--- src/rtl/mem_ctrl_pkg.sv ---
`default_nettype none
// ============================================================================
// Module   : mem_ctrl_pkg
// Purpose  : Shared types and constants for the SPI memory controller.
// Revision : 1.0 - initial release
// ============================================================================
package mem_ctrl_pkg;

    // SPI command bytes understood by both the flash and the RAM
    localparam logic [7:0] SPI_CMD_READ  = 8'h03;
    localparam logic [7:0] SPI_CMD_WRITE = 8'h02;

    // Operation requested by ctrl
    typedef enum logic [1:0] {
        MEM_NOP   = 2'd0,
        MEM_READ  = 2'd1,
        MEM_WRITE = 2'd2
    } mem_ctrl_op_e;

    // Address source: PC addresses program flash, MAR addresses data RAM
    typedef enum logic {
        ADDR_PC  = 1'b0,
        ADDR_MAR = 1'b1
    } addr_sel_e;

    // Controller FSM states
    typedef enum logic [1:0] {
        ST_IDLE  = 2'd0,
        ST_SHIFT = 2'd1,
        ST_DONE  = 2'd2,
        ST_REARM = 2'd3
    } mem_ctrl_state_e;

endpackage : mem_ctrl_pkg
`default_nettype wire

--- src/rtl/mem_ctrl_spi_shifter.sv ---
`default_nettype none
// ============================================================================
// Module   : mem_ctrl_spi_shifter
// Purpose  : SPI mode-0 frame engine. Shifts a preloaded frame out MSB first
//            at clock/2 and collects the last RX_W bits seen on MISO.
// Revision : 1.0 - initial release
// ============================================================================
module mem_ctrl_spi_shifter #(
    parameter int BITS = 40,
    parameter int RX_W = 8
) (
    input  logic            clock,
    input  logic            reset,
    input  logic            start,
    input  logic [BITS-1:0] frame,
    input  logic            miso,
    output logic            sck,
    output logic            mosi,
    output logic            last,
    output logic [RX_W-1:0] rx_next
);

    localparam int CNT_W = $clog2(BITS);

    logic [BITS-1:0] shreg;
    logic [CNT_W-1:0] bit_cnt;
    logic            active;
    logic [RX_W-1:0] rx;

    // sck doubles as the phase flag: high phase is the final cycle of a bit
    assign last    = active && sck && (bit_cnt == CNT_W'(BITS - 1));
    // Byte as it will look once the MISO bit of this cycle is captured
    assign rx_next = {rx[RX_W-2:0], miso};

    // Bit engine: low phase presents MOSI, high phase raises SCK and samples MISO
    always_ff @(posedge clock or negedge reset) begin
        if (!reset) begin
            shreg   <= '0;
            bit_cnt <= '0;
            active  <= 1'b0;
            sck     <= 1'b0;
            mosi    <= 1'b0;
            rx      <= '0;
        end else if (start) begin
            active  <= 1'b1;
            bit_cnt <= '0;
            sck     <= 1'b0;
            mosi    <= frame[BITS-1];
            shreg   <= {frame[BITS-2:0], 1'b0};
        end else if (active) begin
            if (!sck) begin
                sck <= 1'b1;
            end else begin
                rx  <= rx_next;
                sck <= 1'b0;
                if (bit_cnt == CNT_W'(BITS - 1)) begin
                    active <= 1'b0;
                    mosi   <= 1'b0;
                end else begin
                    bit_cnt <= bit_cnt + CNT_W'(1);
                    mosi    <= shreg[BITS-1];
                    shreg   <= {shreg[BITS-2:0], 1'b0};
                end
            end
        end
    end

endmodule : mem_ctrl_spi_shifter
`default_nettype wire

--- src/rtl/mem_ctrl.sv ---
`default_nettype none
// ============================================================================
// Module   : mem_ctrl
// Purpose  : Serves one byte per request from SPI flash (PC) or SPI RAM (MAR).
//            Owns request latching, chip-select decode and the done pulse.
// Revision : 1.0 - initial release
// ============================================================================
module mem_ctrl
    import mem_ctrl_pkg::*;
#(
    parameter int DATA_BUS_WIDTH = 8,
    parameter int ADDR_WIDTH     = 16,
    parameter int SPI_ADDR_BYTES = 3
) (
    input  logic                      clock,
    input  logic                      reset,
    input  mem_ctrl_op_e              mem_ctrl_op,
    input  addr_sel_e                 addr_sel,
    input  logic [ADDR_WIDTH-1:0]     addr_in,
    input  logic [DATA_BUS_WIDTH-1:0] data_in,
    output logic [DATA_BUS_WIDTH-1:0] data_out,
    output logic                      mem_op_done,
    output logic                      spi_sck,
    output logic                      spi_mosi,
    input  logic                      spi_miso,
    output logic                      spi_cs_flash_n,
    output logic                      spi_cs_ram_n
);

    localparam int ADDR_BITS = 8 * SPI_ADDR_BYTES;
    localparam int BITS      = 8 + ADDR_BITS + DATA_BUS_WIDTH;

    mem_ctrl_state_e           state;
    logic                      is_read;
    logic                      flash_write;
    logic                      start;
    logic                      last;
    logic [ADDR_BITS-1:0]      addr_ext;
    logic [7:0]                cmd;
    logic [DATA_BUS_WIDTH-1:0] payload;
    logic [BITS-1:0]           frame;
    logic [DATA_BUS_WIDTH-1:0] rx_next;

    // Writing program flash is not allowed; such a request completes without SPI traffic
    assign flash_write = (mem_ctrl_op == MEM_WRITE) && (addr_sel == ADDR_PC);
    assign start       = (state == ST_IDLE) && (mem_ctrl_op != MEM_NOP) && !flash_write;

    // The frame is captured by the shifter on the start edge, which latches addr/data
    assign addr_ext = ADDR_BITS'(addr_in);
    assign cmd      = (mem_ctrl_op == MEM_READ) ? SPI_CMD_READ : SPI_CMD_WRITE;
    assign payload  = (mem_ctrl_op == MEM_WRITE) ? data_in : '0;
    assign frame    = {cmd, addr_ext, payload};

    mem_ctrl_spi_shifter #(
        .BITS (BITS),
        .RX_W (DATA_BUS_WIDTH)
    ) u_shifter (
        .clock   (clock),
        .reset   (reset),
        .start   (start),
        .frame   (frame),
        .miso    (spi_miso),
        .sck     (spi_sck),
        .mosi    (spi_mosi),
        .last    (last),
        .rx_next (rx_next)
    );

    // Request FSM: latch on IDLE, wait for the frame, pulse done, then wait for NOP
    always_ff @(posedge clock or negedge reset) begin
        if (!reset) begin
            state          <= ST_IDLE;
            is_read        <= 1'b0;
            data_out       <= '0;
            mem_op_done    <= 1'b0;
            spi_cs_flash_n <= 1'b1;
            spi_cs_ram_n   <= 1'b1;
        end else begin
            case (state)
                ST_IDLE: begin
                    if (mem_ctrl_op != MEM_NOP) begin
                        is_read <= (mem_ctrl_op == MEM_READ);
                        if (flash_write) begin
                            state       <= ST_DONE;
                            mem_op_done <= 1'b1;
                        end else begin
                            state          <= ST_SHIFT;
                            spi_cs_flash_n <= (addr_sel != ADDR_PC);
                            spi_cs_ram_n   <= (addr_sel != ADDR_MAR);
                        end
                    end
                end
                ST_SHIFT: begin
                    if (last) begin
                        state          <= ST_DONE;
                        mem_op_done    <= 1'b1;
                        spi_cs_flash_n <= 1'b1;
                        spi_cs_ram_n   <= 1'b1;
                        if (is_read) begin
                            data_out <= rx_next;
                        end
                    end
                end
                ST_DONE: begin
                    mem_op_done <= 1'b0;
                    state       <= ST_REARM;
                end
                ST_REARM: begin
                    // ctrl may still hold the finished op; only a NOP re-arms
                    if (mem_ctrl_op == MEM_NOP) begin
                        state <= ST_IDLE;
                    end
                end
                default: begin
                    state <= ST_IDLE;
                end
            endcase
        end
    end

endmodule : mem_ctrl
`default_nettype wire

--- config.mk ---
export PLATFORM = sky130hd
export DESIGN_NAME = mem_ctrl
export DESIGN_NICKNAME = d
export VERILOG_FILES = /design/src/rtl/mem_ctrl_pkg.sv /design/src/rtl/mem_ctrl_spi_shifter.sv /design/src/rtl/mem_ctrl.sv
export SDC_FILE = /design/constraint.sdc
export NUM_CORES = 1
export LEC_CHECK = 0
export BUFFER_PORTS_ARGS = -buffer_cell sky130_fd_sc_hd__buf_2
export CORE_ASPECT_RATIO = 0.9
export CORE_MARGIN = 3
export CORE_UTILIZATION = 47
export CTS_BUF_LIST = sky130_fd_sc_hd__clkbuf_16
export CTS_CLUSTER_DIAMETER = 200
export DETAILED_ROUTE_END_ITERATION = 6
export PLACE_DENSITY = 0.74
export SYNTH_ARGS = -nofsm -noshare
export SYNTH_HDL_FRONTEND = slang
export SYNTH_HIERARCHICAL = 1
export SYNTH_SLANG_ARGS = --single-unit
--- constraint.sdc ---
create_clock -name clock -period 6.5 [get_ports clock]
set_input_delay 1.3 -clock clock [delete_from_list [all_inputs] [get_ports clock]]
set_output_delay 1.3 -clock clock [all_outputs]
set_load 0.02 [all_outputs]
Word level (Yosys, flattened, before mapping)
Index checks and enable logic that the tools add are counted.

Bits in registers: 70. Bits in latches: 0. Memories: 0. Output and inout bits: 13. Word-level logic and storage cells: 84. Memory bits (read-only): 0. Memory bits (writable): 0.

Bitwise gates (word level): 2. Multiplexer cells: 36. Magnitude comparators: 0. Eq/ne operators: 12. Multipliers: 0. Div/mod/pow operators: 0. Add/sub/neg operators: 1. Reduce and logical (&&, ||, !) cells: 21. Shift operators: 0.

Operators by type and width (count): 40-bit two-way mux (4); 6-bit two-way mux (4); 1-bit two-way mux (19); 3-bit AND reduction (4); 2-bit inequality test, second input constant (5); 2-bit two-way mux (4); 8-bit two-way mux (1); 2-bit case mux with 4 select lines (1); 4-bit AND reduction (2); 2-bit nonzero test (4); 6-bit by 1-bit adder with 6-bit output, second input constant (1); 2-bit equality test, second input constant (3); 6-bit equality test, second input constant (1); 1-bit logical AND (5); 2-bit by 1-bit equality test with 1-bit output, second input constant (2); 2-bit logical NOT (2); 1-bit case mux with 2 select lines (2); 2-bit AND reduction (2); 1-bit case mux with 3 select lines (1); 3-bit nonzero test (1); 2-bit by 1-bit inequality test with 1-bit output, second input constant (1); 1-bit inverter (2); 1-bit logical NOT (1).

Logic depth before layout (Yosys ltp)
Depth after elaboration: 6. Depth in mapped cells: 7. Depth with buffers taken out: 6.

Hierarchy
The synthesis kept the hierarchy.

By module, submodules not included: mem_ctrl_spi_shifter (area each 3254.4 um^2, times used 1, cells each 345); mem_ctrl (area each 793.3 um^2, times used 1, cells each 70).

Worst setup path before layout
No wires, ideal clock.

Path kind: input to register. Start point: in mem_ctrl_op[1]. End point: reg u_shifter.shreg[10]. Cell stages on the path: 6. Library setup time: 0.138 ns. Data required time: 6.362 ns. Path slack: 4.049 ns. Path buffers: 3. Arrival time: 2.313 ns. Cell sequence: buf_4 -> a21oi_1 -> nor2b_1 -> buf_2 -> clkbuf_1 -> o211ai_1.

Longest elaborated chain between the ends: 6. Elaborated cells on any way between the ends: 11.

RTL lines: from (decl) (RTL line mem_ctrl.sv:17) `input mem_ctrl_op_e mem_ctrl_op,`; 2-bit equality test (RTL line mem_ctrl.sv:45) `assign flash_write = (mem_ctrl_op == MEM_WRITE) && (addr_sel == ADDR_PC);`; 1-bit logical AND (RTL line mem_ctrl.sv:45); 1-bit logical NOT (RTL line mem_ctrl.sv:46) `assign start = (state == ST_IDLE) && (mem_ctrl_op != MEM_NOP) && !flash_write;`; 1-bit logical AND (*) (RTL line mem_ctrl.sv:46); net start (RTL line mem_ctrl.sv:36) `logic start;`; 2-bit inequality test (no source line) / 2-bit nonzero test (equally long branches); 3-bit AND reduction (no source line); to (signal assigned) (RTL line mem_ctrl_spi_shifter.sv:49) `shreg <= {frame[BITS-2:0], 1'b0};`; to (signal assigned) (RTL line mem_ctrl_spi_shifter.sv:62) `shreg <= {shreg[BITS-2:0], 1'b0};`; to (decl) (RTL line mem_ctrl_spi_shifter.sv:25) `logic [BITS-1:0] shreg;`.

Mark *: on every way through the listed nets, which the timed path passes. The rest lies on a longest branch. A chain may end at the register's enable or synchronous reset.

Final worst setup path
Start point: in mem_ctrl_op[1]. End point: reg u_shifter.rx[2].

Longest elaborated chain between the ends: 6. Elaborated cells on any way between the ends: 8.

RTL lines: 2-bit equality test (RTL line mem_ctrl.sv:45); 1-bit logical AND (RTL line mem_ctrl.sv:45); 1-bit logical NOT (RTL line mem_ctrl.sv:46); 1-bit logical AND (*) (RTL line mem_ctrl.sv:46); net start (RTL line mem_ctrl.sv:36); 1-bit inverter (no source line) (*); 3-bit AND reduction (no source line) (*); to (signal assigned) (RTL line mem_ctrl_spi_shifter.sv:54) `rx <= rx_next;`; to (decl) (RTL line mem_ctrl_spi_shifter.sv:28) `logic [RX_W-1:0] rx;`.

Marks and branches as above.

==> summary.txt <==
Outcome
  • Status: complete, no violations

Worst hold path
  • Worst hold path type: reg -> reg
  • Hold Crit Start: spi_cs_flash_n

Place
  • Placed instance area: 0.00428 mm2
  • HPWL after DPL: 5.21 mm
  • Post-placement cell count: 543
  • Gpl congestion: 0.806
  • Dpl ws: 3290 ps
  • IO buf count: 42

Layout
  • Final Core Density: 0.558
  • # nets final: 475
  • Share of cells above drive strength 1: 0.198
  • Synth-to-layout area growth: 13.3%
  • N_diodes: 0
  • Fin area: 0.00459 mm2
  • Count of non-filler cells in the finished layout: 559

Setup path
  • Setup crit end kind: register
  • CP required: 6720 ps
  • Worst r2r src: u_shifter/active
  • CP bufs+invs: 2
  • Worst setup path start: mem_ctrl_op[1]
  • Top cell family by delay on the critical path: buffers and inverters
  • WS Path Type: in -> reg
  • Worst path cell trace: buf_2, a21oi_1, nor2b_4, inv_2, nand2_2, mux2_1
  • CP peak stage delay: 560 ps
  • Crit Path Max Fanout: 45
  • Critical Path Start Type: input pin
  • CP max-delay cell: inv_2
  • Crit path DAT: 3060 ps

Floorplan
  • Starting Density: 0.492
  • Row cnt: 31
  • Top Ports: 43
  • Chip width: 104 um
  • Placeable Area: 0.00822 mm2
  • Die Ht: 94.0 um
  • Total Die Area: 0.00976 mm2

Synth
  • Seq/Total Area, Yosys: 0.427
  • Multiplexer area fraction after synthesis: 0.0600
  • Synth unique cells: 51
  • Synth top area share: 0.414
  • Largest family of logic cells by synthesized area: compound AO/OA/AOI/OAI gates
  • Ys async rst share: 1.00
  • Compound-gate portion of the synthesized area: 0.321
  • Yosys warns: 6
  • Number of enable flip-flop cells after synthesis: 0
  • Synth Area in XOR/XNOR: 0.00216
  • #FFs+latches synth: 69
  • Synth cell count leaders: 67 x dfrtp_1, 43 x nand2_1, 40 x o211ai_1
  • Post-Synth Simple-Gate Area: 0.104
  • Post-Syn Area: 0.00405 mm2
  • Ranking of synthesized cells by area: dfrtp_1 41%, o2111ai_1 8.0%, o211ai_1 7.4%
  • Synth Flop Type: dfrtp_1
  • Largest area contributor in the netlist: dfrtp_1
  • Adder-Cell Fraction of Synth Area: 0.0185
  • Most frequent cell after synthesis: dfrtp_1
  • Post-Syn Area per Cell: 9.75 um2
  • Synth Instances: 415

STA
  • Setup Skew: 7.43 ps
  • Pins Over Slew Limit: 0
  • Tmin final: 2840 ps
  • Worst slew pin tran: 886 ps
  • Period utilization: 0.437
  • Peak Freq: 352 MHz
  • Finish-stage setup viols: 0
  • Final hold vios: 0
  • Slew headroom: 0.410
  • Unrepaired setup endpoints after global routing: no
  • Worst setup margin: 3660 ps
  • WHS: 475 ps
  • TNS Setup: 0 ps

Power and ir drop
  • Power density over the cells: 436 mW/mm2
  • VDD IR max: 225 uV
  • Leak: 1.84 nW
  • Overall Power: 2.00 mW

GRT
  • First-pass GRT wire length: 16.3 mm
  • Number of global-route vias before repair: 3491
  • Gr usage total: 0.201
  • GRT overflow: 0
  • Largest net degree at the start of global routing: 85
  • Initial antenna violation count: 0

Detailed routing
  • WL/cell: 16.6 um
  • Vias per inst: 6.03
  • Detailed router's first-iteration violation count: 244
  • Detailed Route WL: 9.29 mm
  • DRC errors left: 0
  • Highest metal used: met4
  • DR pass1 iterations: 5
  • Via Count: 3369
  • Met3 WL: 477 um
  • Met2 wire length: 4.43 mm
  • DRT met1 WL: 4.30 mm
  • Post-route ant nets: 0

Clocking
  • Number of gates resized after CTS: 0
  • CTS tree: yes
  • H-tree depth: 3
  • Num CTS Buffers: 9
  • Latest clock arrival within the worst-skew pair: 340 ps
  • Clk slew on worst S/H paths: 60 ps
  • Clk sinks: 69
  • Post-CTS setup buffers: 0
  • Hold Buf Count CTS: 0
  • Root Driver: clkbuf_16
  • Max Root-Sink Buffers: 2

Run
  • Max Cap Viol: 0
## registers in the layout, summed over array words and instances (netlist names), 2 cells and up
name and count:
u_shifter/rx 7, u_shifter/bit_cnt 6, state 2, data_out 8
u_shifter/shreg 39
## cell type report
class / instances / area, um2
fillers: 777 / 3640
multi-input cells: 303 / 2110
flip-flops and latches: 69 / 1730
repair buffers: 50 / 270
clock buffers: 9 / 225
well taps: 115 / 144
clock inverters: 7 / 81.3
inverters: 6 / 22.5
## cell usage in the layout (no fill, tap or decap), types with 8 or more instances in the layout
master	instances
mux2_2	8
conb_1	15
and2_1	9
buf_4	8
o211ai_1	40
o2111ai_1	37
dfrtp_1	67
mux2_1	10
clkbuf_16	9
nand2_1	43
a31oi_1	39
buf_2	42
a21boi_0	38
## report_power, final
group / total, mW / switching, mW / leakage [nW] / internal, mW
Sequential: 0.720 / 0.117 / 0.872 / 0.603
Combinational: 0.773 / 0.447 / 0.826 / 0.327
Clock: 0.506 / 0.204 / 0.147 / 0.302
## worst paths after layout
| path | slack, ps | end | depth (start not counted) |
|---|---|---|---|
| max in group asynchronous | 4750 | is_read | 2 |
| max | 3660 | u_shifter/rx[2] | 6 |
| min reg2reg | 480 | spi_cs_flash_n | 2 |
| max reg2reg | 4050 | u_shifter/rx[2] | 5 |
| min in group asynchronous | 1150 | u_shifter/shreg[18] | 2 |
| min | 480 | spi_cs_flash_n | 2 |
## cells by family (layout without fill, tap and decap cells)
logic type | Yosys count | after routing
adders and majority gates | 6 | 6
and+or+nand+nor | 84 | 84
buffers and inverters | 56 | 72
DFF | 69 | 69
xor gates and xnor gates | 1 | 1
AOI/OAI and AO/OA | 175 | 175
muxes | 22 | 22
other | 2 | 15
## layer usage
metal | vias to the layer above | GRT usage
met5 | - | 0
met4 | 0 | 0.0509
met3 | 10 | 0.0557
met2 | 104 | 0.346
met1 | 1634 | 0.252
li1 | 1621 | -
## worst min-delay path: stages, from the launching register on
cell     delay, ps
dfstp_2        370
inv_1           50
mux2i_1         60
Power figures use the tool's default switching activity.
